**src/rtl/k2_pkg.sv**
```systemverilog
// k2_pkg: shared definitions for the K2 fetch/execute engine.
//   - instruction field positions
//   - destination selector and FSM state encodings
//   - small decode helpers used by k2_core
package k2_pkg;

  // Instruction field positions inside the 8-bit instruction word
  localparam int J_BIT = 7;
  localparam int C_BIT = 6;
  localparam int D_MSB = 5;
  localparam int D_LSB = 4;
  localparam int S_BIT = 3;
  localparam int SUB_BIT = 2;

  typedef enum logic [1:0] {
    DST_RA   = 2'b00,
    DST_RB   = 2'b01,
    DST_RO   = 2'b10,
    DST_NONE = 2'b11
  } dest_t;

  typedef enum logic [0:0] {
    ST_FETCH = 1'b0,
    ST_EXEC  = 1'b1
  } state_t;

  // Destination field of an instruction word
  function automatic dest_t inst_dest(input logic [7:0] ir);
    return dest_t'(ir[D_MSB:D_LSB]);
  endfunction

  // Immediate-load select (S=1) versus ALU operation (S=0)
  function automatic logic inst_is_imm(input logic [7:0] ir);
    return ir[S_BIT];
  endfunction

endpackage

```
**src/rtl/k2_alu.sv**
```systemverilog
// k2_alu: combinational add/subtract unit for the K2 core.
// Ports:
//   a, b            DATA_W-bit operands
//   sub             0 = a+b, 1 = a-b
//   y               DATA_W-bit result (modulo 2^DATA_W)
//   cout_or_borrow  carry-out for add, borrow (a<b unsigned) for sub
module k2_alu #(
  parameter int DATA_W = 4
) (
  input  logic [DATA_W-1:0] a,
  input  logic [DATA_W-1:0] b,
  input  logic              sub,
  output logic [DATA_W-1:0] y,
  output logic              cout_or_borrow
);

  logic [DATA_W:0] sum_s;

  // One extra bit holds carry-out on add; on subtract it goes high exactly
  // when the unsigned difference is negative, i.e. the borrow.
  always_comb begin
    if (sub) begin
      sum_s = {1'b0, a} - {1'b0, b};
    end else begin
      sum_s = {1'b0, a} + {1'b0, b};
    end
  end

  assign y              = sum_s[DATA_W-1:0];
  assign cout_or_borrow = sum_s[DATA_W];

endmodule

```
**src/rtl/k2_core.sv**
```systemverilog
// k2_core: K2 two-state fetch/execute engine.
// Fetches an 8-bit instruction from a combinational program ROM addressed by
// pc, then executes it on the next enabled cycle (2 cycles per instruction).
// Ports:
//   clk       system clock
//   rst       synchronous active-high reset (priority over en)
//   en        run enable; 0 freezes the FSM and all architectural state
//   pc        PC_W-bit ROM address
//   inst      8-bit instruction returned by the ROM in the same cycle
//   ro        output register Ro
//   ro_valid  one-cycle pulse following each EXEC that writes Ro
//   carry     current C flag
//   halted    (only with K2_HALT_EN) set by a taken jump to itself
// Optional feature macro: K2_HALT_EN
module k2_core
  import k2_pkg::*;
#(
  parameter int DATA_W = 4,
  parameter int PC_W   = 4
) (
  input  logic              clk,
  input  logic              rst,
  input  logic              en,
  output logic [PC_W-1:0]   pc,
  input  logic [7:0]        inst,
  output logic [DATA_W-1:0] ro,
  output logic              ro_valid,
`ifdef K2_HALT_EN
  output logic              halted,
`endif
  output logic              carry
);

  state_t            state_r;
  logic [7:0]        ir_r;
  logic [PC_W-1:0]   pc_r;
  logic [DATA_W-1:0] ra_r;
  logic [DATA_W-1:0] rb_r;
  logic [DATA_W-1:0] ro_r;
  logic              c_r;
  logic              ro_valid_r;

  logic [PC_W-1:0]   pc_inc_s;
  logic [PC_W-1:0]   addr_s;
  logic [DATA_W-1:0] imm_s;
  logic [DATA_W-1:0] alu_y_s;
  logic              alu_c_s;
  logic              taken_s;
  logic [PC_W-1:0]   pc_next_s;
  logic [DATA_W-1:0] ra_next_s;
  logic [DATA_W-1:0] rb_next_s;
  logic [DATA_W-1:0] ro_next_s;
  logic              c_next_s;
  logic              ro_wr_s;
  logic              run_s;

  assign pc_inc_s = pc_r + PC_W'(1);
  // Size casts cover both zero-extension and truncation of the 4-bit field
  assign addr_s   = PC_W'(ir_r[3:0]);
  assign imm_s    = DATA_W'(ir_r[2:0]);

  k2_alu #(
    .DATA_W (DATA_W)
  ) u_alu (
    .a              (ra_r),
    .b              (rb_r),
    .sub            (ir_r[SUB_BIT]),
    .y              (alu_y_s),
    .cout_or_borrow (alu_c_s)
  );

  // Execute-stage decode: next values of pc and registers for the held IR
  always_comb begin
    taken_s   = 1'b0;
    ra_next_s = ra_r;
    rb_next_s = rb_r;
    ro_next_s = ro_r;
    c_next_s  = c_r;
    ro_wr_s   = 1'b0;
    if (ir_r[J_BIT]) begin
      taken_s = 1'b1;
    end else if (ir_r[C_BIT]) begin
      taken_s = c_r;
    end else begin
      case (inst_dest(ir_r))
        DST_RA: begin
          if (inst_is_imm(ir_r)) begin
            ra_next_s = imm_s;
          end else begin
            ra_next_s = alu_y_s;
            c_next_s  = alu_c_s;
          end
        end
        DST_RB: begin
          if (inst_is_imm(ir_r)) begin
            rb_next_s = imm_s;
          end else begin
            rb_next_s = alu_y_s;
            c_next_s  = alu_c_s;
          end
        end
        DST_RO: begin
          ro_next_s = ra_r;
          ro_wr_s   = 1'b1;
        end
        DST_NONE: begin
          ro_wr_s = 1'b0;
        end
        default: begin
          ro_wr_s = 1'b0;
        end
      endcase
    end
    if (taken_s) begin
      pc_next_s = addr_s;
    end else begin
      pc_next_s = pc_inc_s;
    end
  end

`ifdef K2_HALT_EN
  logic halted_r;
  logic self_jump_s;

  // pc still holds the address of the executing instruction during EXEC
  assign self_jump_s = taken_s && (addr_s == pc_r);
  assign run_s       = en && !halted_r;
  assign halted      = halted_r;

  // Halt latch: set by an executed jump to itself, cleared only by rst
  always_ff @(posedge clk) begin
    if (rst) begin
      halted_r <= 1'b0;
    end else if (run_s && (state_r == ST_EXEC) && self_jump_s) begin
      halted_r <= 1'b1;
    end else begin
      halted_r <= halted_r;
    end
  end
`else
  assign run_s = en;
`endif

  // FSM and architectural state; ro_valid is a pulse so it clears every cycle
  always_ff @(posedge clk) begin
    if (rst) begin
      state_r    <= ST_FETCH;
      ir_r       <= 8'h00;
      pc_r       <= '0;
      ra_r       <= '0;
      rb_r       <= '0;
      ro_r       <= '0;
      c_r        <= 1'b0;
      ro_valid_r <= 1'b0;
    end else begin
      ro_valid_r <= 1'b0;
      if (run_s) begin
        case (state_r)
          ST_FETCH: begin
            ir_r    <= inst;
            state_r <= ST_EXEC;
          end
          ST_EXEC: begin
            pc_r       <= pc_next_s;
            ra_r       <= ra_next_s;
            rb_r       <= rb_next_s;
            ro_r       <= ro_next_s;
            c_r        <= c_next_s;
            ro_valid_r <= ro_wr_s;
            state_r    <= ST_FETCH;
          end
          default: begin
            state_r <= ST_FETCH;
          end
        endcase
      end
    end
  end

  assign pc       = pc_r;
  assign ro       = ro_r;
  assign ro_valid = ro_valid_r;
  assign carry    = c_r;

endmodule

```
**config.mk**
```make
export PLATFORM = sky130hd
export DESIGN_NAME = k2_core
export DESIGN_NICKNAME = d
export VERILOG_FILES = /design/src/rtl/k2_pkg.sv /design/src/rtl/k2_alu.sv /design/src/rtl/k2_core.sv
export SDC_FILE = /design/constraint.sdc
export NUM_CORES = 1
export LEC_CHECK = 0
export BUFFER_PORTS_ARGS = -buffer_cell sky130_fd_sc_hd__clkbuf_2
export CAP_MARGIN = 15
export CORE_UTILIZATION = 50
export DETAILED_ROUTE_END_ITERATION = 6
export PLACE_DENSITY = 0.74
export SKIP_CTS_REPAIR_TIMING = 1
export SYNTH_ARGS = -nofsm -noshare
export SYNTH_HDL_FRONTEND = slang
export SYNTH_SLANG_ARGS = --single-unit
```
**constraint.sdc**
```tcl
create_clock -name clk -period 1.85 [get_ports clk]
set_input_delay 0.185 -clock clk [delete_from_list [all_inputs] [get_ports clk]]
set_output_delay 0.185 -clock clk [all_outputs]
set_load 0.02 [all_outputs]
```
### Word-level counts from Yosys, hierarchy flattened

Index checks and enable logic that the tools add are counted.

* flip-flop bits (word level): 27
* output and inout bits: 10
* word-level logic and storage cells: 34

* mux-type cells: 7
* equality and inequality tests: 2
* bitwise logic cells: 5
* add/subtract/negate cells: 3
* reduce and logical (&&, ||, !) cells: 9

Operators with widths (count)
* 5-bit AND reduction: 3
* 4-bit two-way mux: 2
* 6-bit AND reduction: 1
* 4-bit by 4-bit adder with 5-bit output: 1
* 5-bit two-way mux: 1
* 1-bit inverter: 5
* 5-bit OR reduction: 1
* 4-bit by 4-bit subtractor with 5-bit output: 1
* 4-bit by 1-bit adder with 4-bit output, second input constant: 1
* 2-bit AND reduction: 2
* 1-bit two-way mux: 3
* 2-bit by 1-bit equality test with 1-bit output, second input constant: 1
* 2-bit equality test, second input constant: 1
* 2-bit zero test: 1
* 1-bit case mux with 2 select lines: 1
* 2-bit OR reduction: 1

### Depth between registers and ports, before layout

Gate-level depths: netlist of the first run.

* word-level depth: 3
* mapped depth: 9
* mapped depth without buffers: 9

### By module

A second synthesis of the first run with hierarchy kept.

* cell total of the unflattened synthesis: 159
* area, all modules: 1401.3 um^2

Modules (own cells, without submodules)
* k2_core: times used 1, sequential area each 540.5 um^2, area each 1192.4 um^2, cells each 132
* k2_alu: times used 1, sequential area each 0.0 um^2, area each 209.0 um^2, cells each 27

### Worst setup path after synthesis of the first run

Ideal clock, no wire load.

* path kind: reg2reg
* from: register rb_r[0]
* to: register ra_r[3]
* path slack: -0.031 ns
* arrival time: 1.748 ns
* cell stages (with the launch flop): 10
* period minus slack after synthesis: 1.881 ns
* library setup time: 0.133 ns
* buffers on the path: 0
* path through: dfxtp_1 > inv_1 > ha_1 > nor2_1 > xnor2_1 > ha_1 > a21o_1 > a31oi_1 > xor2_1 > o32ai_1

* word-level cells in the longest chain between the ends: 3
* elaborated cells on any way between the ends: 4
* those cells by class: 2 x add/sub; 2 x mux

Ends and longest elaborated chain
* from (decl): RTL line k2_core.sv:38 `logic [DATA_W-1:0] rb_r;`
* from (signal assigned): RTL line k2_core.sv:166 `rb_r <= rb_next_s;`
* 4-bit by 4-bit adder with 5-bit output / 4-bit by 4-bit subtractor with 5-bit output (equally long branches): RTL line k2_alu.sv:25, k2_alu.sv:23
* 5-bit two-way mux *: RTL line k2_alu.sv:22 `if (sub) begin`
* 4-bit two-way mux *: RTL line k2_core.sv:87 `if (inst_is_imm(ir_r)) begin`
* to (signal assigned): RTL line k2_core.sv:165 `ra_r <= ra_next_s;`
* to (decl): RTL line k2_core.sv:37 `logic [DATA_W-1:0] ra_r;`

Mark *: on every way between the ends. The rest lies on a longest branch, timed or not.
A chain may end at the register's enable or synchronous reset.

### Worst setup path after layout of the first run

Same ends and word-level chain as after synthesis.

==> metrics.cfg, run 1 <==
[die]
start_util_pct = 54.2
ios = 21
die-area_sq_mm = 0.00297
die_h_microns = 54.5
coreArea_sq_mm = 0.00254
rows = 18
dieWidth_microns = 54.5

[setup_path]
r2r_end = ra_r[3]$_SDFFE_PP0P_
r2r_cells = 9
path_class = flop to flop
crit_start = rb_r[0]$_SDFFE_PP0P_
cp.required_ns = 2.06
startpoint_type = flop
worstReg2RegStart = rb_r[0]$_SDFFE_PP0P_
cp_max_fo = 4
rrSetupSlack_ns = -0.03
endpoint_kind = flop
worst_ep_arrival_time_ns = 2.09
cp-endpoint = ra_r[3]$_SDFFE_PP0P_

[logic_synthesis]
synth_compound_area_share_pct = 13.4
syn_area_per_cell_sq_um = 9.08
synth-xor-area-share_pct = 3.17
synth_top_family_by_area = simple AND/OR/NAND/NOR gates
ys_types = 37
ys_ff_latch = 27
synth_nets = 170
ys_seq_area_share_pct = 39.2
synth_simple_gate_area_share_pct = 22.8
syn-instance-count = 152
synthAdderAreaFrac_pct = 6.89
syn_area_sq_mm = 0.00138
ys_warn_count = 0
synth.area.mux_share_pct = 9.52

[sta]
setup_viol = 1
worst_pin_slew_ns = 0.551
maxSlewHeadroom_pct = 63.3
finClkSkew_ns = 0.00542
fin_crit_sh_pct = 102
min_period_ns = 1.88
tns_ns = -0.0289
rsz0062_at_grt = yes
hold_ws_ns = 0.0535
hold_viol = 0
max_freq_mhz = 532
final_max_slew_viol_count = 0
setup_slack_ns = -0.0289

[detailed_routing]
vias = 1100
drtPass1Iterations = 4
drtAntennaViolNets = 0
avgRoutedWirePerCell_microns = 13.5
drc_errors = 0
via_per_inst = 5.45
drt_iter0_markers = 24
totalWireLength_mm = 2.73

[clocking]
clk_path_buf_depth = 2
cts_root_buffer = clkbuf_4
clk_latency_ns = 0.33
path_clk_slew_ns = 0.14
htreeDepth = 1
cts.sinks = 27
cts_tree = yes
cts_made_buffers = 3

[global_routing]
grt_first_pass_wirelength_mm = 4.39
antenna_found_initial = 0
grt_pass1_vias = 1049
grt_overflow = 0
grt_max_degree = 30
grt_use_total_pct = 21.1

[run_status]
violations = negative setup slack
outcome = finished with violations

[final_layout]
layout-drive-gt1-share_pct = 29.1
antenna_cells = 0
fin_nets = 191
num-fill-cells = 223
area_growth_pct = 15.2

[power_and_ir_drop]
p_per_area_mw_per_mm2 = 613
peakVddDrop_uv = 459
p_leak_nw = 0.662

[placement]
gp_congestion = 0.871
portBuffers = 20
dp_hpwl_mm = 1.98

[hold_path]
holdCritPathClass = input pin to flop

[job]
maxCapViolCount = 0

-- synthesized netlist by cell type (all sizes together) --
cell / count / area share (%)
dfxtp: 27 / 39
nand2: 23 / 6.3
nor2: 16 / 4.4
a21oi: 15 / 5.4
mux2i: 12 / 8.7
clkbuf: 7 / 3.4
ha: 6 / 5.4
inv: 5 / 1.4
nor3: 4 / 2.3
o21ai: 4 / 1.5
xnor2: 4 / 2.5
a21o: 3 / 1.7
and2: 3 / 1.4
nand3b: 3 / 2.2
a311oi: 2 / 1.3
nand2b: 2 / 0.91
or2b: 2 / 1.2
a211oi: 1 / 0.54
a21bo: 1 / 0.73
a31oi: 1 / 0.45
and4bb: 1 / 0.91
buf: 1 / 0.36
fa: 1 / 1.5
mux2: 1 / 0.82
nand3: 1 / 0.36
nand4bb: 1 / 2.0
nor2b: 1 / 0.45
nor3b: 1 / 0.54
o32ai: 1 / 0.63
o41ai: 1 / 1.2
xor2: 1 / 0.63
-- area by class of cell --
cell class | instances | area, sq um | share of cell area [%]
well taps | 30 | 37.5 | 2.36
inverters | 5 | 18.8 | 1.18
clock buffers | 4 | 26.3 | 1.65
flip-flops and latches | 27 | 544 | 34.2
multi-input cells | 112 | 833 | 52.4
repair buffers | 24 | 130 | 8.18
-- registers in the layout (all words and copies together) (netlist names) --
| signal | flops |
|---|---|
| carry | 1 |
| ir_r | 8 |
| pc | 4 |
| ra_r | 4 |
| rb_r | 4 |
| ro | 4 |
| ro_valid | 1 |
| state_r | 1 |
-- worst min-delay path by stage --
stage                     cells after the start              endpoint  slack (ns)    start
final                                         3  ir_r[0]$_SDFFE_PP0P_        0.05  inst[0]
after global routing                          3  ir_r[2]$_SDFFE_PP0P_        0.05  inst[2]
after CTS                                     3  ir_r[0]$_SDFFE_PP0P_        0.05  inst[0]
after detailed placement                      3  ir_r[0]$_SDFFE_PP0P_        0.41  inst[0]
after global placement                        3  ir_r[6]$_SDFFE_PP0P_        0.41  inst[6]
after floorplan                               2  ir_r[7]$_SDFFE_PP0P_        0.32  inst[7]
-- through the flow --
stage	instances	total power [mW]	worst slack [ns]	utilization, %	instance area [sq um]
after global routing	202	1.02	-0.0839	62.5	1590
after CTS	202	0.981	-0.173	59.9	1530
final	202	0.974	-0.0289	62.5	1590
after global placement	198	0.725	-0.0794	58.9	1500
after floorplan	152	0.702	-0.00216	-	1380
after detailed placement	198	0.729	-0.148	58.9	1500
-- cells in the final DEF (no fill, tap or decap), drive strengths merged, types with 5 or more instances in the layout --
cell | Yosys | final
nor2 | 16 | 16
clkbuf | 7 | 24
dfxtp | 27 | 27
mux2i | 12 | 12
inv | 5 | 5
ha | 6 | 6
a21oi | 15 | 15
nand2 | 23 | 23
-- worst max-delay path, stage by stage, from the launching register on --
cell and delay [ns]:
dfxtp_2 0.36, inv_2 0.04, ha_4 0.16, nor2_4 0.11, xnor2_2 0.14, ha_4 0.24
a21o_1 0.18, a31oi_1 0.17, xor2_1 0.25, o32ai_1 0.12
-- logic make-up after synthesis --
logic type	after synthesis
compound gates	29
xor+xnor	5
fa+ha+maj	7
buf+inv	13
flops	27
mux	13
simple gates	58
-- per-layer routing --
| metal | vias up | track usage, % | part of all wire [%] |
|---|---|---|---|
| met5 | - | 0 | 0 |
| met3 | 8 | 2.78 | 3.2 |
| met4 | 0 | 10.3 | 1.6 |
| met1 | 511 | 24.4 | 45 |
| met2 | 21 | 37.8 | 50 |
| li1 | 560 | - | - |
-- where the power goes --
group / switching (mW) / total [mW] / internal, mW
combinational: 0.0547 / 0.0966 / 0.0420
clock: 0.171 / 0.256 / 0.0846
sequential: 0.0240 / 0.622 / 0.598
Power figures use the tool's default switching activity.
==> inputs of run 2 (changes only) <==
--- a/config.mk
+++ b/config.mk
@@ -7,6 +7,7 @@
 export LEC_CHECK = 0
 export BUFFER_PORTS_ARGS = -buffer_cell sky130_fd_sc_hd__clkbuf_2
 export CAP_MARGIN = 15
+export CORE_ASPECT_RATIO = 1.5
 export CORE_UTILIZATION = 50
 export DETAILED_ROUTE_END_ITERATION = 6
 export PLACE_DENSITY = 0.74
==> run 2 against run 1 <==
Effect of this change: hold slack improved by 0.068 ns; clock power up 34%; global-route usage grew 0.37 points; setup slack worse by 0.046 ns; critical path depth down 2; core utilization decreased by 0.059 points; first-iteration DRC count increased by 8.3%; the flow still finishes with violations (negative setup slack); combinational power barely moved; critical path type unchanged; register-to-register slack got worse by 0.05 ns.
==> metrics.cfg, run 2 (synthesis results as in run 1) <==
[sta]
final_max_slew_viol_count = 0
fin_crit_sh_pct = 104
worst_pin_slew_ns = 0.557
finClkSkew_ns = 0.00172
setup_viol = 3
maxSlewHeadroom_pct = 62.8
hold_viol = 0
hold_ws_ns = 0.122
rsz0062_at_grt = yes
tns_ns = -0.140
max_freq_mhz = 520
setup_slack_ns = -0.0749
min_period_ns = 1.92

[setup_path]
path_class = flop to flop
path_cells = inv_2 > ha_4 > mux2i_2 > fa_2 > mux2_2 > mux2i_1 > nor2_1
worstReg2RegStart = rb_r[1]$_SDFFE_PP0P_
cp-endpoint = rb_r[1]$_SDFFE_PP0P_
cp_max_fo = 2
rrSetupSlack_ns = -0.07
cpMaxStageDelayCell = fa_2
startpoint_type = flop
cp.required_ns = 2.01
r2r_end = rb_r[1]$_SDFFE_PP0P_
worst_ep_arrival_time_ns = 2.09
endpoint_kind = flop
crit_start = rb_r[1]$_SDFFE_PP0P_
r2r_cells = 7
critPathMaxStageDelay_ns = 0.47

[clocking]
cts_root_buffer = clkbuf_8
clk_path_buf_depth = 2
cts.sinks = 27
path_clk_slew_ns = 0.09
htreeDepth = 1
cts_tree = yes
clk_latency_ns = 0.27
cts_made_buffers = 3

[final_layout]
instances_no_fill = 211
top_register = ir_r
largest_reg_flops = 8
final_util_pct = 62.4
layout-drive-gt1-share_pct = 31.6
num-fill-cells = 245
seqCellArea_sq_um = 544
multiInputGateArea_sq_um = 850
final_cell_area_sq_mm = 0.00165
final_common_cell = dfxtp_1
area_growth_pct = 19.8
final_cell_mix = 24 x dfxtp_1, 23 x nand2_1, 20 x clkbuf_2
fin_nets = 193
antenna_cells = 0

[detailed_routing]
drt_iter0_markers = 26
via_per_inst = 5.35
vias = 1129
totalWireLength_mm = 3.00
drc_errors = 0
drtAntennaViolNets = 0
avgRoutedWirePerCell_microns = 14.2
drtPass1Iterations = 4

[die]
rows = 23
die_h_microns = 66.3
start_util_pct = 52.1
ios = 21
coreArea_sq_mm = 0.00265
dieWidth_microns = 44.9
die-area_sq_mm = 0.00298

[power_and_ir_drop]
power_frac_seq_pct = 58.5
p_sw_share_pct = 25.5
p_switching_mw = 0.271
p_comb_share_pct = 9.1
p_leak_nw = 0.679
peakVddDrop_uv = 506
internal_power_mw = 0.792
p_clk_share_pct = 32.4
p_per_area_mw_per_mm2 = 643

[placement]
gp_congestion = 0.917
portBuffers = 20
dp_hpwl_mm = 2.14
dp.cells = 205
placed_cell_area_sq_mm = 0.00151

[run_status]
violations = negative setup slack
outcome = finished with violations

[global_routing]
grt_pass1_vias = 1058
grt_first_pass_wirelength_mm = 4.64
antenna_found_initial = 0
grt_use_total_pct = 21.5
grt_max_degree = 17
grt_overflow = 0

[job]
maxCapViolCount = 0

[hold_path]
holdCritPathClass = input pin to flop

-- run 2: changes by cell type in the layout (fill, tap and decap cells not counted), sizes merged --
cell      previous run  this run
clkinvlp             0         1
clkbuf              24        23
buf                  4         6
-- run 2: worst max-delay path, delay by kind of cell (launching register included) --
family | cells | cell delay [ns]
AND/OR/NAND/NOR | 1 | 0.06
adder cells (fa/ha/maj) | 2 | 0.70
multiplexers | 3 | 0.67
buffers and inverters | 1 | 0.04
flip-flops | 1 | 0.34
-- run 2: through the flow --
| stage | total power, mW | setup slack (ns) |
|---|---|---|
| after floorplan | 0.702 | -0.00216 |
| after global placement | 0.725 | -0.122 |
| after detailed placement | 0.730 | -0.159 |
| after CTS | 1.07 | -0.186 |
| after global routing | 1.10 | -0.140 |
| final | 1.06 | -0.0749 |
-- run 2: routing by layer --
metal  wire length, microns  global-route usage (%)  up-vias
met5                      0                       0        -
met1                   1170                    22.4      530
met2                   1670                    41.0       28
met4                     63                    8.71        0
met3                     97                    2.73        6
li1                       -                       -      565
-- run 2: worst min path at each step --
| stage | end | slack, ns | cells after the start | startpoint |
|---|---|---|---|---|
| global route | ir_r[4]$_SDFFE_PP0P_ | 0.13 | 3 | inst[4] |
| detailed placement | ir_r[7]$_SDFFE_PP0P_ | 0.42 | 3 | inst[7] |
| floorplan | ir_r[7]$_SDFFE_PP0P_ | 0.32 | 2 | inst[7] |
| global placement | ir_r[6]$_SDFFE_PP0P_ | 0.41 | 3 | inst[6] |
| finish | ir_r[7]$_SDFFE_PP0P_ | 0.12 | 3 | inst[7] |
| CTS | ir_r[7]$_SDFFE_PP0P_ | 0.11 | 3 | inst[7] |
-- run 2: area by class of cell --
class | instances | area share (%)
clock buffers | 3 | 2.50
clock inverters | 1 | 0.454
inverters | 5 | 1.14
multi-input cells | 112 | 51.4
flip-flops and latches | 27 | 32.9
well taps | 37 | 2.80
repair buffers | 26 | 8.78
-- run 2: power by group through the flow --
stage                     combinational, mW  sequential, mW  clock (mW)
after floorplan                      0.0730           0.629           0
after global placement               0.0923           0.633           0
after detailed placement             0.0956           0.634           0
after CTS                            0.0960           0.621       0.349
after global routing                  0.108           0.625       0.367
final                                0.0966           0.622       0.344
==> inputs of run 3 (changes only) <==
--- a/config.mk
+++ b/config.mk
@@ -5,12 +5,13 @@
 export SDC_FILE = /design/constraint.sdc
 export NUM_CORES = 1
 export LEC_CHECK = 0
+export ABC_AREA = 1
 export BUFFER_PORTS_ARGS = -buffer_cell sky130_fd_sc_hd__clkbuf_2
 export CAP_MARGIN = 15
 export CORE_ASPECT_RATIO = 1.5
-export CORE_UTILIZATION = 50
+export CORE_UTILIZATION = 59
 export DETAILED_ROUTE_END_ITERATION = 6
-export PLACE_DENSITY = 0.74
+export PLACE_DENSITY = 0.82
 export SKIP_CTS_REPAIR_TIMING = 1
 export SYNTH_ARGS = -nofsm -noshare
 export SYNTH_HDL_FRONTEND = slang
==> constraint.sdc (replaced) <==
create_clock -name clk -period 2.4 [get_ports clk]
set_input_delay 0.24 -clock clk [delete_from_list [all_inputs] [get_ports clk]]
set_output_delay 0.24 -clock clk [all_outputs]
set_load 0.02 [all_outputs]
==> run 3 against run 2 <==
Effect of this change: the run now ends clean; fmax shrank 0.31%; first-iteration DRC count grew 62%; via count increased by 14%; critical path depth grew 1; setup slack improved by 0.54 ns; total power fell by 23%; largest cell class unchanged.
==> metrics.cfg, run 3 <==
[global_routing]
antenna_found_initial = 0
grt_pass1_vias = 1222
grt_use_total_pct = 25.3
grt_overflow = 0
grt_first_pass_wirelength_mm = 4.98
grt_max_degree = 15

[detailed_routing]
avgRoutedWirePerCell_microns = 12.6
drtAntennaViolNets = 0
via_per_inst = 5.52
drt_iter0_markers = 42
drtPass1Iterations = 4
vias = 1291
drc_errors = 0
totalWireLength_mm = 2.95

[final_layout]
antenna_cells = 0
final_common_cell = nand2_1
fin_nets = 230
top_register = ir_r
area_growth_pct = 10.4
layout-drive-gt1-share_pct = 17.1
largest_reg_flops = 8
final_cell_mix = 43 x nand2_1, 27 x dfxtp_1, 22 x inv_1, 22 x a21oi_1, 20 x clkbuf_2

[setup_path]
path_class = flop to flop
cpMaxStageDelayCell = fa_1
endpoint_kind = flop
startpoint_type = flop
cp.required_ns = 2.61
cp_max_fo = 3
path_cells = inv_1 > ha_1 > o21ai_0 > fa_1 > nand2_1 > o21ai_0 > nand2_1 > a21oi_1
worst_ep_arrival_time_ns = 2.14
critPathMaxStageDelay_ns = 0.48

[logic_synthesis]
synth.area.mux_share_pct = 0
syn-instance-count = 190
ys_types = 24
synth_top_family_by_area = simple AND/OR/NAND/NOR gates
ys_seq_area_share_pct = 39.3
ys.flop_type = dfxtp_1
synthAdderAreaFrac_pct = 6.92
synthTopCellsByCount = 43 x nand2_1, 27 x dfxtp_1, 22 x a21oi_1, 22 x inv_1, 19 x o21ai_0
synth.most_common_cell = nand2_1
synth_async_sr_flop_share_pct = 0
synth_edf_count = 0
synth_nets = 208
synth-xor-area-share_pct = 1.91
synth_area_leaders = dfxtp_1 39%, nand2_1 12%, a21oi_1 8.0%
synth_simple_gate_area_share_pct = 25.7
ys_ff_latch = 27
ys_warn_count = 0
yosysTopAreaCell = dfxtp_1
syn_area_per_cell_sq_um = 7.24
syn_area_sq_mm = 0.00138
synth_compound_area_share_pct = 17.3
synth_top_area_share_pct = 39.3

[sta]
rsz0062_at_grt = no
hold_viol = 0
final_max_slew_viol_count = 0
hold_ws_ns = 0.140
finClkSkew_ns = 0.00582
setup_viol = 0
worst_pin_slew_ns = 0.342
min_period_ns = 1.93
fin_crit_sh_pct = 80.5
maxSlewHeadroom_pct = 77.0
max_freq_mhz = 518
tns_ns = 0

[die]
ios = 21
start_util_pct = 62.3
die-area_sq_mm = 0.00253
coreArea_sq_mm = 0.00221
dieWidth_microns = 41.4
rows = 21
die_h_microns = 61.1

[placement]
dp_hpwl_mm = 2.33
portBuffers = 20
gp_congestion = 0.873

[power_and_ir_drop]
p_per_area_mw_per_mm2 = 540
p_leak_nw = 0.707
power_mw = 0.820
peakVddDrop_uv = 336

[run_status]
outcome = complete, no violations

[clocking]
path_clk_slew_ns = 0.14
clk_latency_ns = 0.32
cts_tree = yes
cts.sinks = 27
cts_made_buffers = 3
clk_path_buf_depth = 2
cts_root_buffer = clkbuf_4
htreeDepth = 1

[hold_path]
holdCritPathClass = input pin to flop

[job]
maxCapViolCount = 0

-- run 3: changes by cell type in the layout (fill, tap and decap cells not counted), moves of 5 or more --
cell / change
a21oi_1: +8
buf_4: -6
inv_1: +19
mux2i_1: -11
nand2_1: +20
nand3_1: +5
nand4_1: +5
o21ai_0: +15
-- run 3: cell families (layout without fill, tap and decap cells) --
logic type / after synthesis / count (layout)
compound gates: 46 / 46
xor+xnor: 3 / 3
fa+ha+maj: 7 / 7
buf+inv: 32 / 53
flops: 27 / 27
simple gates: 75 / 75
-- run 3: worst paths after layout --
check	start	end	slack, ns	depth (start not counted)
max	rb_r[0]$_SDFFE_PP0P_	rb_r[1]$_SDFFE_PP0P_	0.47	8
min	inst[0]	ir_r[0]$_SDFFE_PP0P_	0.14	3
max reg2reg	rb_r[0]$_SDFFE_PP0P_	rb_r[1]$_SDFFE_PP0P_	0.47	8
min reg2reg	ro[3]$_SDFFE_PP0P_	ro[3]$_SDFFE_PP0P_	0.47	2
-- run 3: area by class of cell --
cell class              instances  area (sq um)
inverters                      29           110
flip-flops and latches         27           541
repair buffers                 20           100
well taps                      23          28.8
multi-input cells             131           712
fillers                       211           689
clock buffers                   4          26.3
-- run 3: worst max-delay path: cells and delay by family (launching register included) --
family | cells | cell delay, ns
and+or+nand+nor | 2 | 0.15
AOI/OAI and AO/OA | 3 | 0.46
DFF | 1 | 0.38
adders and majority gates | 2 | 0.77
buffers and inverters | 1 | 0.07
-- run 3: power by group --
group	internal (mW)	total [mW]	leakage, nW	switching, mW
sequential	0.468	0.490	0.220	0.0228
clock	0.0649	0.192	0.0150	0.127
combinational	0.0470	0.138	0.472	0.0906
-- run 3: through the flow --
step / area, sq um / worst slack [ns] / utilization (%) / instances
floorplan: 1380 / 0.627 / - / 190
detailed placement: 1490 / 0.481 / 67.6 / 230
CTS: 1520 / 0.466 / 68.8 / 234
finish: 1520 / 0.469 / 68.8 / 234
global placement: 1490 / 0.583 / 67.6 / 230
global route: 1520 / 0.249 / 68.8 / 234
-- run 3: metal layers --
layer / GRT usage, % / share of wire (%)
met5: 0 / 0
met4: 12.0 / 0.92
met3: 2.93 / 2.6
met2: 49.3 / 55
met1: 27.1 / 41
